**config.mk**
```make
export PLATFORM = sky130hd
export DESIGN_NAME = mtx_phase_seq_mc
export DESIGN_NICKNAME = d
export VERILOG_FILES = /design/src/rtl/mtx_seq_pkg.sv /design/src/rtl/mtx_phase_acc.sv /design/src/rtl/mtx_phase_seq_mc.sv
export SDC_FILE = /design/constraint.sdc
export NUM_CORES = 1
export LEC_CHECK = 0
export CORE_MARGIN = 1
export CORE_UTILIZATION = 30
export DETAILED_ROUTE_END_ITERATION = 8
export GPL_ROUTABILITY_DRIVEN = 0
export SYNTH_ARGS = -nofsm -noshare
export SYNTH_HDL_FRONTEND = slang
export SYNTH_SLANG_ARGS = --single-unit
```
**constraint.sdc**
```tcl
create_clock -name clk -period 10.1 [get_ports clk]
set_input_delay 1.01 -clock clk [delete_from_list [all_inputs] [get_ports clk]]
set_output_delay 1.01 -clock clk [all_outputs]
set_load 0.02 [all_outputs]
```
**src/rtl/mtx_seq_pkg.sv**
```systemverilog
// mtx_seq_pkg: shared types and helpers for the multi-channel phase sequencer.
//   state_e   : sequencer FSM states (IDLE, RUN, STOP)
//   ch_width  : channel-index width, max(1, clog2(NCH))
//   LFSR_*    : seed/taps for the optional phase dither (MTX_PHASE_DITHER_EN)
package mtx_seq_pkg;

  typedef enum logic [1:0] {
    IDLE = 2'd0,
    RUN  = 2'd1,
    STOP = 2'd2
  } state_e;

  localparam logic [15:0] LFSR_SEED = 16'hACE1;
  // Right-shifting Fibonacci form of x^16+x^14+x^13+x^11+1: feedback is the
  // XOR of bits 0,2,3,5, shifted in at bit 15.
  localparam logic [15:0] LFSR_TAPS = 16'h002D;

  function automatic int ch_width(input int nch);
    return (nch <= 1) ? 1 : $clog2(nch);
  endfunction

  function automatic logic [15:0] lfsr_step(input logic [15:0] s);
    return {^(s & LFSR_TAPS), s[15:1]};
  endfunction

endpackage

```
**src/rtl/mtx_phase_acc.sv**
```systemverilog
// mtx_phase_acc: base / increment / symbol-start phase accumulators.
//   clk_i, aresetn_i, srst_i : clock, async active-low reset, sync clear
//   load_i       : frame (re)start, load start phase/increment
//   samp_adv_i   : next sample within a symbol (base += inc)
//   symb_adv_i   : next symbol within a frame (shift start, grow inc)
//   frame_adv_i  : frame wrap, reload start phase/increment
//   start_ph_i, start_inc_i, dph_inc_i, nph_shift_i : phase config
//   base_nxt_o   : next-cycle base phase (feeds the output register)
module mtx_phase_acc #(
  parameter int PW = 24
) (
  input  logic          clk_i,
  input  logic          aresetn_i,
  input  logic          srst_i,
  input  logic          load_i,
  input  logic          samp_adv_i,
  input  logic          symb_adv_i,
  input  logic          frame_adv_i,
  input  logic [PW-1:0] start_ph_i,
  input  logic [PW-1:0] start_inc_i,
  input  logic [PW-1:0] dph_inc_i,
  input  logic [PW-1:0] nph_shift_i,
  output logic [PW-1:0] base_nxt_o
);

  logic [PW-1:0] base_q, base_d;
  logic [PW-1:0] inc_q, inc_d;
  logic [PW-1:0] sstart_q, sstart_d;

  always_comb begin
    base_d   = base_q;
    inc_d    = inc_q;
    sstart_d = sstart_q;
    if (load_i || frame_adv_i) begin
      base_d   = start_ph_i;
      sstart_d = start_ph_i;
      inc_d    = start_inc_i;
    end else if (symb_adv_i) begin
      // A new symbol starts exactly on its (shifted) start phase.
      sstart_d = sstart_q - nph_shift_i;
      base_d   = sstart_q - nph_shift_i;
      inc_d    = inc_q + dph_inc_i;
    end else if (samp_adv_i) begin
      base_d   = base_q + inc_q;
    end
  end

  always_ff @(posedge clk_i or negedge aresetn_i) begin
    if (!aresetn_i) begin
      base_q   <= '0;
      inc_q    <= '0;
      sstart_q <= '0;
    end else if (srst_i) begin
      base_q   <= '0;
      inc_q    <= '0;
      sstart_q <= '0;
    end else begin
      base_q   <= base_d;
      inc_q    <= inc_d;
      sstart_q <= sstart_d;
    end
  end

  assign base_nxt_o = base_d;

endmodule

```
**src/rtl/mtx_phase_seq_mc.sv**
```systemverilog
// mtx_phase_seq_mc: runtime-configurable, channel-interleaved phase-word
// sequencer (stepped-frequency symbol frames) on an AXI-stream master.
//   clk, aresetn, srst  : clock, async active-low reset, sync clear
//   en                  : level run request
//   cfg_*               : frame config, latched on IDLE->RUN
//   out_t*              : phase word, channel index (tuser), symbol/frame end
//   sync_ready          : frame counter is zero
//   busy                : sequencer not idle
// Optional: define MTX_PHASE_DITHER_EN to add a 4-bit LFSR dither to out_tdata.
module mtx_phase_seq_mc
  import mtx_seq_pkg::*;
#(
  parameter  int PHASE_WIDTH  = 24,
  parameter  int NSIG_WIDTH   = 24,
  parameter  int NSYMB_WIDTH  = 16,
  parameter  int NCH          = 2,
  parameter  int TX_SYNC_BITS = 2,
  localparam int CH_WIDTH     = ch_width(NCH)
) (
  input  logic                   clk,
  input  logic                   aresetn,
  input  logic                   srst,
  input  logic                   en,
  input  logic [NSIG_WIDTH-1:0]  cfg_nsig,
  input  logic [NSYMB_WIDTH-1:0] cfg_nsymb,
  input  logic [PHASE_WIDTH-1:0] cfg_start_ph,
  input  logic [PHASE_WIDTH-1:0] cfg_start_ph_inc,
  input  logic [PHASE_WIDTH-1:0] cfg_dph_inc,
  input  logic [PHASE_WIDTH-1:0] cfg_nph_shift,
  input  logic [PHASE_WIDTH-1:0] cfg_ch_ph_step,
  output logic [PHASE_WIDTH-1:0] out_tdata,
  output logic [CH_WIDTH-1:0]    out_tuser,
  output logic                   out_tvalid,
  input  logic                   out_tready,
  output logic                   out_tlast,
  output logic                   out_teof,
  output logic                   sync_ready,
  output logic                   busy
);

  localparam logic [CH_WIDTH-1:0] LAST_CH = CH_WIDTH'(NCH - 1);

  state_e                  state_q, state_d;
  logic [NSIG_WIDTH-1:0]   nsig_q, nsig_d, sample_q, sample_d;
  logic [NSYMB_WIDTH-1:0]  nsymb_q, nsymb_d, symb_q, symb_d;
  logic [PHASE_WIDTH-1:0]  start_ph_q, start_inc_q, dph_q, nph_q, step_q;
  logic [CH_WIDTH-1:0]     ch_q, ch_d;
  logic [PHASE_WIDTH-1:0]  ch_off_q, ch_off_d;
  logic [TX_SYNC_BITS-1:0] frame_q, frame_d;
  logic                    load, adv, samp_adv, symb_adv, frame_adv;
  logic                    hs, tlast_d, teof_d;
  logic [PHASE_WIDTH-1:0]  base_nxt, dither;
  logic [PHASE_WIDTH-1:0]  tdata_q;
  logic [CH_WIDTH-1:0]     tuser_q;
  logic                    tvalid_q, tlast_q, teof_q;

  assign hs = tvalid_q & out_tready;

  always_comb begin
    state_d   = state_q;
    sample_d  = sample_q;
    symb_d    = symb_q;
    ch_d      = ch_q;
    ch_off_d  = ch_off_q;
    frame_d   = frame_q;
    load      = 1'b0;
    adv       = 1'b0;
    samp_adv  = 1'b0;
    symb_adv  = 1'b0;
    frame_adv = 1'b0;
    case (state_q)
      IDLE: if (en) begin
        state_d = RUN;
        load    = 1'b1;
      end
      RUN: begin
        adv = hs;
        // Stopping is symbol-aligned: finish the symbol in STOP unless the
        // word leaving right now already closes it.
        if (!en) state_d = (hs && tlast_q) ? IDLE : STOP;
      end
      STOP: begin
        adv = hs;
        if (hs && tlast_q) state_d = IDLE;
      end
      default: state_d = IDLE;
    endcase

    if (load) begin
      sample_d = NSIG_WIDTH'(1);
      symb_d   = NSYMB_WIDTH'(1);
      ch_d     = '0;
      ch_off_d = '0;
    end else if (adv) begin
      if (ch_q != LAST_CH) begin
        ch_d     = ch_q + 1'b1;
        ch_off_d = ch_off_q + step_q;
      end else begin
        ch_d     = '0;
        ch_off_d = '0;
        if (sample_q != nsig_q) begin
          sample_d = sample_q + 1'b1;
          samp_adv = 1'b1;
        end else begin
          sample_d = NSIG_WIDTH'(1);
          if (symb_q != nsymb_q) begin
            symb_d   = symb_q + 1'b1;
            symb_adv = 1'b1;
          end else begin
            symb_d    = NSYMB_WIDTH'(1);
            frame_adv = 1'b1;
            frame_d   = frame_q + 1'b1;
          end
        end
      end
    end
  end

  // Zero lengths are treated as one.
  assign nsig_d  = load ? ((cfg_nsig == '0) ? NSIG_WIDTH'(1) : cfg_nsig) : nsig_q;
  assign nsymb_d = load ? ((cfg_nsymb == '0) ? NSYMB_WIDTH'(1) : cfg_nsymb) : nsymb_q;

  // Flags describe the word that will be presented next cycle.
  assign tlast_d = (sample_d == nsig_d) && (ch_d == LAST_CH);
  assign teof_d  = tlast_d && (symb_d == nsymb_d);

  mtx_phase_acc #(.PW(PHASE_WIDTH)) u_acc (
    .clk_i       (clk),
    .aresetn_i   (aresetn),
    .srst_i      (srst),
    .load_i      (load),
    .samp_adv_i  (samp_adv),
    .symb_adv_i  (symb_adv),
    .frame_adv_i (frame_adv),
    .start_ph_i  (load ? cfg_start_ph : start_ph_q),
    .start_inc_i (load ? cfg_start_ph_inc : start_inc_q),
    .dph_inc_i   (dph_q),
    .nph_shift_i (nph_q),
    .base_nxt_o  (base_nxt)
  );

`ifdef MTX_PHASE_DITHER_EN
  logic [15:0] lfsr_q, lfsr_d;
  assign lfsr_d = adv ? lfsr_step(lfsr_q) : lfsr_q;
  // The nibble rides with the word it is added to, so it uses the value the
  // LFSR holds while that word is on the bus.
  assign dither = PHASE_WIDTH'(lfsr_d[3:0]);

  always_ff @(posedge clk or negedge aresetn) begin
    if (!aresetn)  lfsr_q <= LFSR_SEED;
    else if (srst) lfsr_q <= LFSR_SEED;
    else           lfsr_q <= lfsr_d;
  end
`else
  assign dither = '0;
`endif

  always_ff @(posedge clk or negedge aresetn) begin
    if (!aresetn) begin
      state_q <= IDLE;
      nsig_q <= '0; nsymb_q <= '0; sample_q <= '0; symb_q <= '0;
      start_ph_q <= '0; start_inc_q <= '0; dph_q <= '0; nph_q <= '0; step_q <= '0;
      ch_q <= '0; ch_off_q <= '0; frame_q <= '0;
      tdata_q <= '0; tuser_q <= '0; tvalid_q <= 1'b0; tlast_q <= 1'b0; teof_q <= 1'b0;
    end else if (srst) begin
      state_q <= IDLE;
      nsig_q <= '0; nsymb_q <= '0; sample_q <= '0; symb_q <= '0;
      start_ph_q <= '0; start_inc_q <= '0; dph_q <= '0; nph_q <= '0; step_q <= '0;
      ch_q <= '0; ch_off_q <= '0; frame_q <= '0;
      tdata_q <= '0; tuser_q <= '0; tvalid_q <= 1'b0; tlast_q <= 1'b0; teof_q <= 1'b0;
    end else begin
      state_q  <= state_d;
      nsig_q   <= nsig_d;
      nsymb_q  <= nsymb_d;
      sample_q <= sample_d;
      symb_q   <= symb_d;
      ch_q     <= ch_d;
      ch_off_q <= ch_off_d;
      frame_q  <= frame_d;
      if (load) begin
        start_ph_q  <= cfg_start_ph;
        start_inc_q <= cfg_start_ph_inc;
        dph_q       <= cfg_dph_inc;
        nph_q       <= cfg_nph_shift;
        step_q      <= cfg_ch_ph_step;
      end
      tvalid_q <= (state_d != IDLE);
      if (load || adv) begin
        tdata_q <= base_nxt + ch_off_d + dither;
        tuser_q <= ch_d;
        tlast_q <= tlast_d;
        teof_q  <= teof_d;
      end
    end
  end

  assign out_tdata  = tdata_q;
  assign out_tuser  = tuser_q;
  assign out_tvalid = tvalid_q;
  assign out_tlast  = tlast_q;
  assign out_teof   = teof_q;
  assign sync_ready = (frame_q == '0);
  assign busy       = (state_q != IDLE);

endmodule
```
# == Yosys cells after proc, flatten, opt, wreduce, memory -nomap -nowiden ==
# Cells that the tools add are included.
# classes
mux,83
bitwise_logic,1
add_sub_neg,9
n_eq_ne,9
reduce_logical,18
# ops
operator,count
24-bit 2-to-1 mux,34
16-bit 2-to-1 mux,9
24-bit adder,4
1-bit 2-to-1 mux,28
"24-bit by 1-bit adder with 24-bit output, second input constant",1
24-bit equality test,1
24-bit zero test,1
24-bit != test,1
24-bit subtractor,1
2-bit 2-to-1 mux,11
"16-bit by 1-bit adder with 16-bit output, second input constant",1
16-bit equality test,1
16-bit zero test,1
16-bit != test,1
2-bit nonzero test,6
"2-bit != test, second input constant",3
2-bit case mux with 3 select lines,1
5-bit AND reduction,1
2-bit zero test,2
1-bit logical AND,3
3-bit nonzero test,1
"2-bit by 1-bit adder with 2-bit output, second input constant",1
"2-bit by 1-bit equality test with 1-bit output, second input constant",1
"2-bit equality test, second input constant",1
4 further kinds,5
# word_totals
register_bits,329
input_bits,165
output_inout_bits,30
elab_cells,141

# == Longest topological paths before layout ==
# depth
ltp_word,11
mapped_depth,26
ltp_nobuf,26

# == Modules after synthesis ==
# A second synthesis with hierarchy kept.
# hier_totals
cells_unflattened,2680
hier_area_um2,22135.0
# by_module_without_submodules
module,cells_per_inst,n_inst,seq_area_each_um2,area_per_inst_um2
mtx_phase_seq_mc,1741,1,6431.2,14691.6
mtx_phase_acc,939,1,1801.7,7443.4

# == Worst setup path before layout ==
# No wires, ideal clock.
# synth_timing
path_type,input port to flip-flop
start,input en
end,register tdata_q[20] (netlist: out_tdata[20])
required_ps,9979
setup_time_ps,121
t_arrival_ps,5864
slack_ps,4115
path_buffers,6
path_stages,21
cell_sequence,and2_1 -> clkbuf_1 -> clkbuf_1 -> clkbuf_1 -> buf_2 -> clkbuf_1 -> buf_1 -> nor2_1 -> ha_1 -> fa_1 -> a21o_1 -> nand3_1 -> a31oi_1 -> a311oi_1 -> a211oi_1 -> a21o_1 -> a21oi_1 -> o31ai_4 -> o31ai_2 -> xnor2_1 -> a22o_1
# synth_via
elab_chain_len,9
word_cells_on_any_way,16
classes_between,add/sub (1); mux (12); reduce/logical (3)
# synth_rtl
item,line,source
"start, declared",mtx_phase_seq_mc.sv:23,"input logic en,"
1-bit 2-to-1 mux *,mtx_phase_seq_mc.sv:72,IDLE: if (en) begin
1-bit 2-to-1 mux *,mtx_phase_seq_mc.sv:71,case (state_q)
1-bit 2-to-1 mux,mtx_phase_seq_mc.sv:89,if (load) begin
24-bit 2-to-1 mux,mtx_phase_acc.sv:43,end else if (samp_adv_i) begin
24-bit 2-to-1 mux,mtx_phase_acc.sv:38,end else if (symb_adv_i) begin
24-bit 2-to-1 mux,mtx_phase_acc.sv:34,if (load_i || frame_adv_i) begin
24-bit adder,mtx_phase_seq_mc.sv:189,tdata_q <= base_nxt + ch_off_d + dither;
24-bit 2-to-1 mux,mtx_phase_seq_mc.sv:188,if (load || adv) begin
24-bit 2-to-1 mux,mtx_phase_seq_mc.sv:165,end else if (srst) begin
"end signal, assigned",mtx_phase_seq_mc.sv:189,
"end, declared",mtx_phase_seq_mc.sv:53,logic [PHASE_WIDTH-1:0] tdata_q;
# Every way passes the cells marked *; elsewhere a longest branch is shown, timed or not. The select of a mux whose other input is x is not followed.
# A chain may end at the register's enable or synchronous reset.

# == Worst setup path after layout ==
# layout_timing
start,input en
end,register tdata_q[23] (netlist: out_tdata[23])
# The elaborated chain is that of the path after synthesis.

==> run summary <==
Total of max-cap violations = 0
Max incr delay on CP = 0.64 ns
Max-slew violation count = 0
Clock buffer depth = 3
CTS clk-pin slew, worst paths = 0.06 ns
Final #Nets = 2873
Core region area = 68710 um^2
FF-to-FF End = out_tdata[23]$_DFFE_PN0P_
Hold_buf cts = 0
PortBufs = 194
R2r worst-path depth = 23
Cts repair resizes = 0
Total grt overflow = 0
H-tree depth = 2
Num Clock Sinks = 329
Data arrival, critical path = 6.71 ns
Share of the yosys chip area belonging to registers = 39.51%
DIE HEIGHT = 265.5 um
Reg area = 8233 um^2
Chip Width = 265.5 um
I/O pin count = 195
Initial Utilization = 30.33%
Final ANT Viol Nets = 0
CP dominant cell by count = nor2_1
Tmin final = 6.258 ns
DR pass1 iterations = 5
Root Buffer Master = clkbuf_16
Post-route insts no fill = 3537
Clock Skews = 0.02338 ns
Setup repair bufs after CTS = 0
Data required, critical path = 10.56 ns
Total track usage = 18.67%
Worst r2r src = state_q[1]$_DFF_PN0_
Number of DRC markers in iteration 0 = 1387
Initial antenna violation count = 2
Drt via density = 5.126
Period utilization = 61.96%
Worst hold path class = input port to async pin
Leakage Power = 0.01128 uW
Area contributors post-synth = dfrtp_1 40%, ha_1 7.3%, nand2_1 7.2%
Synthesis Warnings = 0
Layout cells sized above 1 = 4.261%
Post-Syn Area = 20840 um^2
Synth top area share = 39.51%
Num CTS Buffers = 39
CP Launch Type = input port
Drt drc = 0
RSZ-0062 raised after global routing = false
Fmax = 0.1598 GHz
Commonest cells in the netlist = 399 x nand2_1, 329 x dfrtp_1, 275 x a21oi_1
Slew Limit Headroom = 31.68%
Worst setup margin = 3.842 ns
Cell with the most instances after synthesis = nand2_1
Largest net degree at the start of global routing = 90
Status = finished clean
Primary FF master, synth = dfrtp_1
WP buf/inv = 3
Rows = 96
Syn nets = 2728
Crit-path slowest cell = nand2_4
First-pass GRT wire length = 102800 um
Area Overhead vs Synth = 19.95%
Cell variety after synth = 78
Dpl ws = 3.359 ns
Final Hold Fails = 0
Mapped Cells = 2436
Fillers = 7170
Post-synth top area cell = dfrtp_1
Post-detail-place hpwl = 47990 um
DP Area = 23750 um^2
Wire per inst = 18.59 um
Number of global-route vias before repair = 17910
CP max FO = 67
Asr flop ratio synth = 100.0%
Placed insts = 3471
Post-synth EDFFs = 0
Setup TNS = 0 ns
CTS tree = yes
Area of the multi-input gates = 11980 um^2
Worst reg2reg setup slack = 4.06 ns
Avg Inst Size Synth = 8.553 um^2
Cell area power density = 164.2 nW/um^2
Detailed Route WL = 65750 um
Post-route cell area = 24990 um^2
Die footprint = 70510 um^2
Seq cells post-synth = 329
Skew-Pair Late Insertion Delay = 0.56 ns
WS Path Type = input port to flip-flop
Worst-margin pin slew = 1.025 ns
VDD IR max = 106.3 uV
Final setup fails = 0
Sequence of cells on the critical path = clkdlybuf4s50_1 -> nand2_4 -> buf_4 -> nand2_1 -> o21bai_2 -> buf_4 -> nor2_1 -> a21oi_1 -> o21ai_0 -> ha_1 -> o21a_1 -> nor2_1 -> a221o_1 -> o211ai_1 -> o22a_1 -> a21o_1 -> a21oi_1 -> nor2_1 -> o21ai_0 -> a31oi_1 -> xnor3_1 -> a22o_1
CP Capture Type = flip-flop
Top cell family by delay on the critical path = compound AO/OA/AOI/OAI gates
Routed vias = 18130
kinds of logic (layout without fill, tap and decap cells):
| group | count (synthesis) | count (layout) | synth area share, % |
|---|---|---|---|
| simple gates | 931 | 931 | 20.01 |
| other cells | 0 | 1 | 0 |
| flops | 329 | 329 | 39.51 |
| buf+inv | 174 | 343 | 3.189 |
| fa+ha+maj | 127 | 127 | 7.806 |
| xor+xnor | 193 | 193 | 8.179 |
| compound gates | 629 | 629 | 18.75 |
| mux | 53 | 53 | 2.552 |
worst max-delay path by stage:
stage | startpoint | end | slack, ns | depth (start not counted)
floorplan | en | out_tdata[20]$_DFFE_PN0P_ | 4.12 | 21
global placement | en | out_tdata[23]$_DFFE_PN0P_ | 3.43 | 21
detailed placement | en | out_tdata[23]$_DFFE_PN0P_ | 3.36 | 21
CTS | en | out_tdata[23]$_DFFE_PN0P_ | 3.95 | 21
global route | en | out_tdata[20]$_DFFE_PN0P_ | 3.45 | 21
finish | en | out_tdata[23]$_DFFE_PN0P_ | 3.84 | 22
layout make-up:
cell class / count / share of cell area (%)
antenna: 1 / 0.01001
clock buffer: 53 / 4.195
clock inverter: 12 / 0.7559
inverter: 56 / 0.8411
multi-input combinational: 1933 / 47.95
sequential: 329 / 32.94
tap: 931 / 4.661
timing repair buffer: 222 / 8.646
metal layers:
layer	wire (um)	part of all wire (%)	global-route usage (%)
met5	0	0	0
met4	2036	3.1	6.155
met3	3643	5.5	2.546
met2	30530	46	30.58
met1	29540	45	25.25
power breakdown:
group	internal [uW]	switching, uW	total (uW)	leakage [uW]
Combinational	467	695	1160	0.00621
Clock	851	583	1430	0.000608
Sequential	1420	87.5	1510	0.00446
Total	2740	1370	4100	0.0113
cell usage in the layout, fill, tap and decap left out, types with 6 or more instances in the layout:
| master | count |
|---|---|
| nand2b_1 | 22 |
| nand3_1 | 43 |
| clkbuf_16 | 39 |
| dfrtp_1 | 329 |
| nor2_1 | 249 |
| o21ai_1 | 6 |
| inv_1 | 56 |
| clkdlybuf4s50_1 | 192 |
| clkinv_2 | 6 |
| and4_1 | 7 |
| xor2_1 | 110 |
| o22ai_1 | 7 |
| nand2_1 | 398 |
| nand4_1 | 21 |
| nor4_1 | 22 |
| ha_1 | 122 |
| o21bai_1 | 12 |
| a22oi_1 | 23 |
| mux2i_1 | 52 |
| o21ai_0 | 94 |
| a211oi_1 | 31 |
| a31oi_1 | 15 |
| o21a_1 | 17 |
| a22o_1 | 22 |
| or3_1 | 14 |
| a21o_1 | 37 |
| and3_1 | 16 |
| a21boi_0 | 6 |
| nor3_1 | 50 |
| buf_4 | 28 |
| and2_1 | 11 |
| clkbuf_1 | 12 |
| o31ai_1 | 8 |
| nor2b_1 | 42 |
| o211ai_1 | 21 |
| xnor2_1 | 82 |
| a21oi_1 | 275 |
metrics by stage:
step / utilization, % / hold WS, ns / total power (uW)
2_1_floorplan: - / 0.4742 / 2271
3_3_place_gp: 34.57 / 0.4795 / 2687
3_5_place_dp: 34.57 / 0.4748 / 2689
4_1_cts: 36.37 / 0.4177 / 4144
5_1_grt: 36.37 / 0.4473 / 4321
6_report: 36.38 / 0.4107 / 4104
Note: power is estimated with default switching activity, not from simulation.
